$ cat config.mk
export PLATFORM = sky130hd
export DESIGN_NAME = bht_ctrl
export DESIGN_NICKNAME = d
export VERILOG_FILES = /design/src/rtl/bht_ctrl.sv
export SDC_FILE = /design/constraint.sdc
export NUM_CORES = 1
export LEC_CHECK = 0
export ABC_CLOCK_PERIOD_IN_PS = 3590
export CAP_MARGIN = 20
export CORE_UTILIZATION = 45
export CTS_CLUSTER_DIAMETER = 30
export DETAILED_ROUTE_END_ITERATION = 6
export GPL_ROUTABILITY_DRIVEN = 0
export GPL_TIMING_DRIVEN = 0
export PLACE_DENSITY = 0.68
export REMOVE_ABC_BUFFERS = 1
export SLEW_MARGIN = 20
export SYNTH_ARGS = -nofsm -noshare
export SYNTH_HDL_FRONTEND = slang
export SYNTH_SLANG_ARGS = --single-unit
export TNS_END_PERCENT = 30
$ cat constraint.sdc
create_clock -name clk -period 3.59 [get_ports clk]
set_clock_uncertainty 0.2 [all_clocks]
set_input_delay 0.718 -clock clk [delete_from_list [all_inputs] [get_ports clk]]
set_output_delay 0.718 -clock clk [all_outputs]
set_load 0.01 [all_outputs]
$ cat src/rtl/bht_ctrl.sv
// ---------------------------------------------------------------------------
// bht_ctrl -- branch history table controller
//
// Owns a 2^IDX_W-entry table of 2-bit saturating predictor counters.
// The table has one access slot per cycle. The slot is shared between
// IF-stage lookups and drains of a small FIFO that buffers EX-stage branch
// outcome updates. After reset the controller sweeps every entry to
// Strongly-Not-Taken (00). It accepts no traffic until the sweep is done.
//
// Optional feature: define BHT_GSHARE_EN for gshare indexing. The table
// index is then pc[IDX_W+1:2] XOR a global history register (GHR). The GHR
// shifts in each drained outcome. Without the macro the index is purely
// bimodal and no GHR flops exist.
//
// Parameters
//   IDX_W       table index width (2^IDX_W entries, index = pc[IDX_W+1:2])
//   UPDQ_D      update FIFO depth (>= 1)
//
// Ports
//   clk         clock, rising edge
//   rst         asynchronous active-high reset
//   lk_valid    lookup request
//   lk_pc       lookup PC
//   lk_ready    lookup accepted when lk_valid && lk_ready
//   pred_valid  prediction valid, one cycle after an accepted lookup
//   pred_state  counter value read (11 T, 10 t, 01 n, 00 N)
//   pred_taken  pred_state[1]
//   up_valid    resolved-branch update request
//   up_pc       PC of the resolved branch
//   up_taken    actual outcome
//   up_ready    update accepted into the FIFO when up_valid && up_ready
//   init_busy   table sweep in progress
// ---------------------------------------------------------------------------
module bht_ctrl #(
    parameter int IDX_W  = 6,
    parameter int UPDQ_D = 2
) (
    input  logic        clk,
    input  logic        rst,
    input  logic        lk_valid,
    input  logic [31:0] lk_pc,
    output logic        lk_ready,
    output logic        pred_valid,
    output logic [1:0]  pred_state,
    output logic        pred_taken,
    input  logic        up_valid,
    input  logic [31:0] up_pc,
    input  logic        up_taken,
    output logic        up_ready,
    output logic        init_busy
);

    localparam int ENTRIES = 1 << IDX_W;
    localparam int CNT_W   = $clog2(UPDQ_D + 1);

    typedef enum logic {
        S_INIT,
        S_RUN
    } state_t;

    state_t                 state_q;
    logic [IDX_W-1:0]       ptr_q;
    logic                   init_busy_q;
    logic [CNT_W-1:0]       cnt_q;
    logic                   pred_valid_q;
    logic [1:0]             pred_state_q;

    logic [1:0]             tbl_q      [ENTRIES];
    logic [IDX_W-1:0]       fifo_idx_q [UPDQ_D];
    logic                   fifo_tk_q  [UPDQ_D];

    logic                   run;
    logic                   full;
    logic                   drain;
    logic                   lookup;
    logic                   push;
    logic [IDX_W-1:0]       hist;
    logic [IDX_W-1:0]       lk_idx;
    logic [IDX_W-1:0]       dr_idx;
    logic [1:0]             dr_val;
    logic [CNT_W-1:0]       wpos;

    // Saturating 2-bit counter step toward the observed outcome.
    function automatic logic [1:0] sat_step(input logic [1:0] s, input logic taken);
        if (taken) begin
            return (s == 2'b11) ? s : s + 2'd1;
        end else begin
            return (s == 2'b00) ? s : s - 2'd1;
        end
    endfunction

`ifdef BHT_GSHARE_EN
    logic [IDX_W-1:0] ghr_q;
    assign hist = ghr_q;
`else
    assign hist = '0;
`endif

    assign run  = (state_q == S_RUN);
    assign full = (cnt_q == CNT_W'(UPDQ_D));

    // A full FIFO takes the slot even with a lookup pending. Otherwise
    // lookups win and updates drain only in idle slots.
    assign drain  = run && (cnt_q != '0) && (!lk_valid || full);
    assign lookup = run && lk_valid && !drain;

    assign lk_ready = run && !full;
    assign up_ready = run && !full;
    assign push     = up_valid && up_ready;

    // FIFO stores the raw PC index. History is applied at drain time.
    assign lk_idx = lk_pc[IDX_W+1:2] ^ hist;
    assign dr_idx = fifo_idx_q[0] ^ hist;
    assign dr_val = sat_step(tbl_q[dr_idx], fifo_tk_q[0]);

    // On a simultaneous pop, the new entry lands one slot lower.
    assign wpos = drain ? (cnt_q - CNT_W'(1)) : cnt_q;

    assign pred_valid = pred_valid_q;
    assign pred_state = pred_state_q;
    assign pred_taken = pred_state_q[1];
    assign init_busy  = init_busy_q;

    // Control state, FSM and registered outputs
    always_ff @(posedge clk or posedge rst) begin
        if (rst) begin
            state_q      <= S_INIT;
            ptr_q        <= '0;
            init_busy_q  <= 1'b1;
            cnt_q        <= '0;
            pred_valid_q <= 1'b0;
            pred_state_q <= 2'b00;
`ifdef BHT_GSHARE_EN
            ghr_q        <= '0;
`endif
        end else begin
            case (state_q)
                S_INIT: begin
                    ptr_q <= ptr_q + IDX_W'(1);
                    if (ptr_q == IDX_W'(ENTRIES - 1)) begin
                        state_q     <= S_RUN;
                        init_busy_q <= 1'b0;
                    end
                end
                default: begin
                    state_q <= S_RUN;
                end
            endcase

            case ({push, drain})
                2'b10:   cnt_q <= cnt_q + CNT_W'(1);
                2'b01:   cnt_q <= cnt_q - CNT_W'(1);
                default: cnt_q <= cnt_q;
            endcase

            pred_valid_q <= lookup;
            if (lookup) begin
                pred_state_q <= tbl_q[lk_idx];
            end

`ifdef BHT_GSHARE_EN
            // The truncating cast drops the oldest bit. It also covers IDX_W == 1.
            if (drain) begin
                ghr_q <= IDX_W'({ghr_q, fifo_tk_q[0]});
            end
`endif
        end
    end

    // Counter table: sweep write during INIT, drain write during RUN
    always_ff @(posedge clk) begin
        if (state_q == S_INIT) begin
            tbl_q[ptr_q] <= 2'b00;
        end else if (drain) begin
            tbl_q[dr_idx] <= dr_val;
        end
    end

    // Update FIFO storage. Head is slot 0 and shifts down on pop.
    // The push assignment comes last, so it overrides the shift for the slot it writes.
    always_ff @(posedge clk) begin
        if (drain) begin
            for (int i = 0; i < UPDQ_D - 1; i++) begin
                fifo_idx_q[i] <= fifo_idx_q[i+1];
                fifo_tk_q[i]  <= fifo_tk_q[i+1];
            end
        end
        for (int i = 0; i < UPDQ_D; i++) begin
            if (push && (wpos == CNT_W'(i))) begin
                fifo_idx_q[i] <= up_pc[IDX_W+1:2];
                fifo_tk_q[i]  <= up_taken;
            end
        end
    end

    // PC bits outside the index field are intentionally not used.
    logic unused_pc_bits;
    assign unused_pc_bits = ^{lk_pc[31:IDX_W+2], lk_pc[1:0], up_pc[31:IDX_W+2], up_pc[1:0]};

endmodule

==> report_table.html <==
<table>
<tr><th>Metric</th><th>Value</th></tr>
<tr><th colspan="2">Drt</th></tr>
<tr><td>Count of unresolved DRC violations after routing</td><td>0</td></tr>
<tr><td>Total wire length</td><td>17.50 mm</td></tr>
<tr><td>TritonRoute pass-1 iters</td><td>5</td></tr>
<tr><td>Number of nets with antenna violations after detailed routing</td><td>0</td></tr>
<tr><td>Per-cell routed wire length</td><td>23.77 µm</td></tr>
<tr><td>Detailed-route vias per instance</td><td>6.090</td></tr>
<tr><td>Routed via count</td><td>approximately 4500</td></tr>
<tr><td>Number of design-rule violations left by the first detailed-router iteration</td><td>463</td></tr>
<tr><th colspan="2">Floorplanning</th></tr>
<tr><td>Chip Width</td><td>about 130 µm</td></tr>
<tr><td>Core Rows</td><td>47</td></tr>
<tr><td>Floorplan die height</td><td>132.7 µm</td></tr>
<tr><td>Die Area</td><td>17600 µm²</td></tr>
<tr><td>Core outline area</td><td>16640 µm²</td></tr>
<tr><td>Initial core utilization</td><td>between 40 and 50%</td></tr>
<tr><td>I/O pin count</td><td>76</td></tr>
<tr><th colspan="2">Run</th></tr>
<tr><td>Max-cap violations</td><td>0</td></tr>
<tr><th colspan="2">Worst setup path</th></tr>
<tr><td>Crit. End Element</td><td>register</td></tr>
<tr><td>Required time worst endpoint</td><td>3.65 ns</td></tr>
<tr><td>Worst setup path start</td><td>fifo_idx_q[0][1]$_DFFE_PP_</td></tr>
<tr><td>Largest stage delay, worst path</td><td>0.73 ns</td></tr>
<tr><td>Total buffers and inverters traversed by the critical path</td><td>2</td></tr>
<tr><td>Dominant delay contributor by cell family on the critical path</td><td>compound AO/OA/AOI/OAI gates</td></tr>
<tr><td>Worst setup path class</td><td>register to register</td></tr>
<tr><td>Peak fanout along the critical path</td><td>36</td></tr>
<tr><td>Arrival @ worst endpoint</td><td>3.46 ns</td></tr>
<tr><td>Startpoint of the worst-slack reg-to-reg timing path</td><td>fifo_idx_q[0][1]$_DFFE_PP_</td></tr>
<tr><td>Slowest stage cell on the critical path</td><td>sky130_fd_sc_hd__edfxtp_1</td></tr>
<tr><td>Critical Path Source Type</td><td>register</td></tr>
<tr><td>Ordered cell list for the critical path</td><td>buf_8 -&gt; mux4_2 -&gt; or2_2 -&gt; o211ai_1 -&gt; a41oi_1 -&gt; a21oi_1 -&gt; a21o_2 -&gt; buf_16</td></tr>
<tr><th colspan="2">Hold path</th></tr>
<tr><td>Hold path startpoint</td><td>init_busy$_DFFE_PP1P_</td></tr>
<tr><td>Path type of the worst min-delay path</td><td>register to register</td></tr>
<tr><th colspan="2">Place</th></tr>
<tr><td>Count of buffers inserted at the top-level ports</td><td>23</td></tr>
<tr><td>Area post-placement</td><td>between 8000 and 9000 µm²</td></tr>
<tr><td>Placed wire-length estimate after detailed placement</td><td>12.12 mm</td></tr>
<tr><td>Worst setup timing slack at the placement stage</td><td>-0.4059 ns</td></tr>
<tr><th colspan="2">Global routing</th></tr>
<tr><td>Initial antenna violation count</td><td>0</td></tr>
<tr><td>Vias in the first global route</td><td>4776</td></tr>
<tr><td>Overall global routing resource usage</td><td>21.63%</td></tr>
<tr><td>Total congestion overflow after global routing</td><td>0</td></tr>
<tr><td>Global-route wire length before repair</td><td>27.61 mm</td></tr>
<tr><td>Largest net degree at the start of global routing</td><td>37</td></tr>
<tr><th colspan="2">Yosys</th></tr>
<tr><td>Cell with the most instances after synthesis</td><td>sky130_fd_sc_hd__edfxtp_1</td></tr>
<tr><td>Synthesized instance count</td><td>483</td></tr>
<tr><td>Avg Synthesized Cell Area</td><td>15.91 µm²</td></tr>
<tr><td>Area of the mapped netlist</td><td>7682 µm²</td></tr>
<tr><td>Count of synthesis-stage warnings from yosys</td><td>0</td></tr>
<tr><td>Number of distinct library cells after synthesis</td><td>49</td></tr>
<tr><td>List of most frequent post-synthesis cells</td><td>142 x sky130_fd_sc_hd__edfxtp_1, 70 x sky130_fd_sc_hd__nor2_1, 62 x sky130_fd_sc_hd__mux4_2, 17 x sky130_fd_sc_hd__clkbuf_1, 17 x sky130_fd_sc_hd__nand2_1</td></tr>
<tr><td>Count of flip-flops with a built-in enable after synthesis</td><td>142</td></tr>
<tr><td>Ys flop type</td><td>sky130_fd_sc_hd__edfxtp_1</td></tr>
<tr><td>Cell taking the most area after synthesis</td><td>sky130_fd_sc_hd__edfxtp_1</td></tr>
<tr><td>Asr flop ratio synth</td><td>between 8 and 9%</td></tr>
<tr><td>Cells taking the most area after synthesis</td><td>sky130_fd_sc_hd__edfxtp_1 56%, sky130_fd_sc_hd__mux4_2 18%, sky130_fd_sc_hd__dfrtp_1 3.9%, sky130_fd_sc_hd__nor2_1 3.4%, sky130_fd_sc_hd__mux4_1 2.1%</td></tr>
<tr><td>Register area share after synthesis</td><td>59.76%</td></tr>
<tr><td>Post-synthesis sequential element count</td><td>155</td></tr>
<tr><td>Yosys top cell area share</td><td>approximately 56%</td></tr>
<tr><th colspan="2">Final layout</th></tr>
<tr><td>Layout Nets</td><td>576</td></tr>
<tr><td>Footprint of the multi-input gates</td><td>2950 µm²</td></tr>
<tr><td>Area added between synthesis and finish</td><td>16.21%</td></tr>
<tr><td>Fraction of final layout cells with drive strength greater than 1</td><td>26.55%</td></tr>
<tr><td>Register area</td><td>4591 µm²</td></tr>
<tr><td>Count of inserted antenna diode cells</td><td>0</td></tr>
<tr><td>Fill cells</td><td>about 1300</td></tr>
<tr><td>Post-layout instance area</td><td>8927 µm²</td></tr>
<tr><td>Core occupancy in the finished layout</td><td>53.64%</td></tr>
<tr><th colspan="2">STA</th></tr>
<tr><td>Worst rel slew slack</td><td>56.41%</td></tr>
<tr><td>Peak clock frequency supported by timing</td><td>294.2 MHz</td></tr>
<tr><td>Worst hold margin</td><td>approximately 0.26 ns</td></tr>
<tr><td>Slew Viols, Final</td><td>0</td></tr>
<tr><td>Final setup fails</td><td>0</td></tr>
<tr><td>Final Hold Violating Endpoints</td><td>0</td></tr>
<tr><td>Worst Slack Setup Final</td><td>0.1909 ns</td></tr>
<tr><td>Final critical path time including I/O delays and setup</td><td>3.399 ns</td></tr>
<tr><td>Worst slew pin tran</td><td>0.6538 ns</td></tr>
<tr><td>Aggregate negative setup slack</td><td>0 ns</td></tr>
<tr><td>RSZ-0062 raised after global routing</td><td>no</td></tr>
<tr><td>Final period utilization</td><td>94.68%</td></tr>
<tr><th colspan="2">CTS</th></tr>
<tr><td>Sinks on Clock Net</td><td>155</td></tr>
<tr><td>TritonCTS buffer count</td><td>17</td></tr>
<tr><td>Maximum count of clock buffers along a single path</td><td>2</td></tr>
<tr><td>CTS tree</td><td>built</td></tr>
<tr><td>Hold buffers post-CTS</td><td>0</td></tr>
<tr><td>CTS root buf</td><td>sky130_fd_sc_hd__clkbuf_16</td></tr>
<tr><td>Number of H-tree levels</td><td>4</td></tr>
<tr><td>Clock transition time at the flip-flop clock pins of the worst setup and hold paths</td><td>roughly 0.06 ns</td></tr>
<tr><td>Clock network latency to the later pin of the worst-skew pair</td><td>0.43 ns</td></tr>
<tr><th colspan="2">Pwr</th></tr>
<tr><td>Relative contribution of combinational cells to total power</td><td>1.9%</td></tr>
<tr><td>Part of the total power dissipated in sequential elements</td><td>49.9%</td></tr>
<tr><td>Design internal power</td><td>3.157 mW</td></tr>
<tr><td>Worst VDD drop</td><td>about 0.35 mV</td></tr>
<tr><td>Clock power share</td><td>48.2%</td></tr>
<tr><td>Switching Fraction</td><td>between 10% and 20%</td></tr>
<tr><td>Power density relative to cell area</td><td>436.4 nW/µm²</td></tr>
<tr><td>Net switching power of the design</td><td>0.7382 mW</td></tr>
<tr><td>LEAKAGE</td><td>2.468 nW</td></tr>
<tr><th colspan="2">Outcome</th></tr>
<tr><td>Status</td><td>finished clean</td></tr>
</table>
==> power by group through the flow <==
stage	registers, mW	logic [mW]	clock network (mW)
CTS	1.94	0.0742	1.89
detailed placement	1.98	0.0738	0
global placement	1.98	0.0717	0
finish	1.94	0.0729	1.88
global route	1.94	0.0774	1.96
floorplan	1.98	0.0243	0
==> layout make-up <==
cell class | instances | area share, %
Timing Repair Buffer | 36 | 5.186
Clock buffer | 20 | 5.004
Inverter | 8 | 0.3364
Multi-Input combinational cell | 285 | 33.05
Sequential cell | 155 | 51.42
Clock inverter | 12 | 1.920
Tap cell | 220 | 3.083
==> cells in the final DEF, fill, tap and decap left out, drive strengths merged, types with 3 or more instances in the layout <==
cell type and instances:
nor2 71, xnor2 7, nand2b 6, clkdlybuf4s50 21
clkinv 7, inv 7, dfrtp 12, or2 4
nand4b 3, edfxtp 142, nand3 5, mux2i 14
ha 4, clkbuf 20, mux4 68, a21oi 9
nor2b 6, or3 9, bufinv 4, nand2 17
o2111ai 3, a31oi 5, nor3b 4, mux2 13
a22oi 11, o21ai 6, nor3 4, buf 15
==> per-layer routing <==
metal	GRT usage [%]	wire [µm]	share of wire, %
met4	8.685	433	2.5
met2	36.43	9023	52
met1	27.44	6827	39
met3	4.483	1212	6.9
met5	0	0	0
==> flip-flops by register name, indices dropped and copies added, names as in the netlist <==
name,flops
tbl_q,128
fifo_idx_q,12
ptr_q,6
cnt_q,2
fifo_tk_q,2
pred_state,2
init_busy,1
pred_valid,1
run,1
==> cell families (layout without fill, tap and decap cells) <==
| group | after synthesis | after routing | synth area share (%) |
|---|---|---|---|
| adder cells (fa/ha/maj) | 4 | 4 | 0.6515 |
| AND/OR/NAND/NOR | 137 | 137 | 8.453 |
| multiplexers | 95 | 95 | 23.96 |
| AO/OA/AOI/OAI | 41 | 42 | 3.632 |
| buffers and inverters | 44 | 76 | 2.752 |
| flip-flops | 155 | 155 | 59.76 |
| XOR/XNOR | 7 | 7 | 0.7981 |
==> through the flow <==
stage | power, mW | cells
2_1_floorplan | 2.006 | 447
3_3_place_gp | 2.053 | 690
3_5_place_dp | 2.055 | 700
4_1_cts | 3.907 | 736
5_1_grt | 3.985 | 736
6_report | 3.895 | 736
==> worst paths after layout <==
| path | end | slack [ns] | cells past startpoint |
|---|---|---|---|
| setup / recovery | tbl_q[25][0]$_DFFE_PP_ | 0.19 | 8 |
| hold / removal | init_busy$_DFFE_PP1P_ | 0.26 | 1 |
| setup reg to reg | tbl_q[25][0]$_DFFE_PP_ | 0.19 | 8 |
| hold reg to reg | init_busy$_DFFE_PP1P_ | 0.26 | 1 |
| max in group asynchronous | init_busy$_DFFE_PP1P_ | 2.37 | 2 |
| min in group asynchronous | pred_state[0]$_DFFE_PP0P_ | 0.45 | 2 |
==> what timing repair did <==
action,in CTS,in global routing
pin swaps,2,2
endpoints found under the setup margin,128,102
buffers inserted,3,1
resized for setup,3,7
cloned,1,0
No activity file was read; power rests on OpenSTA's default activity.
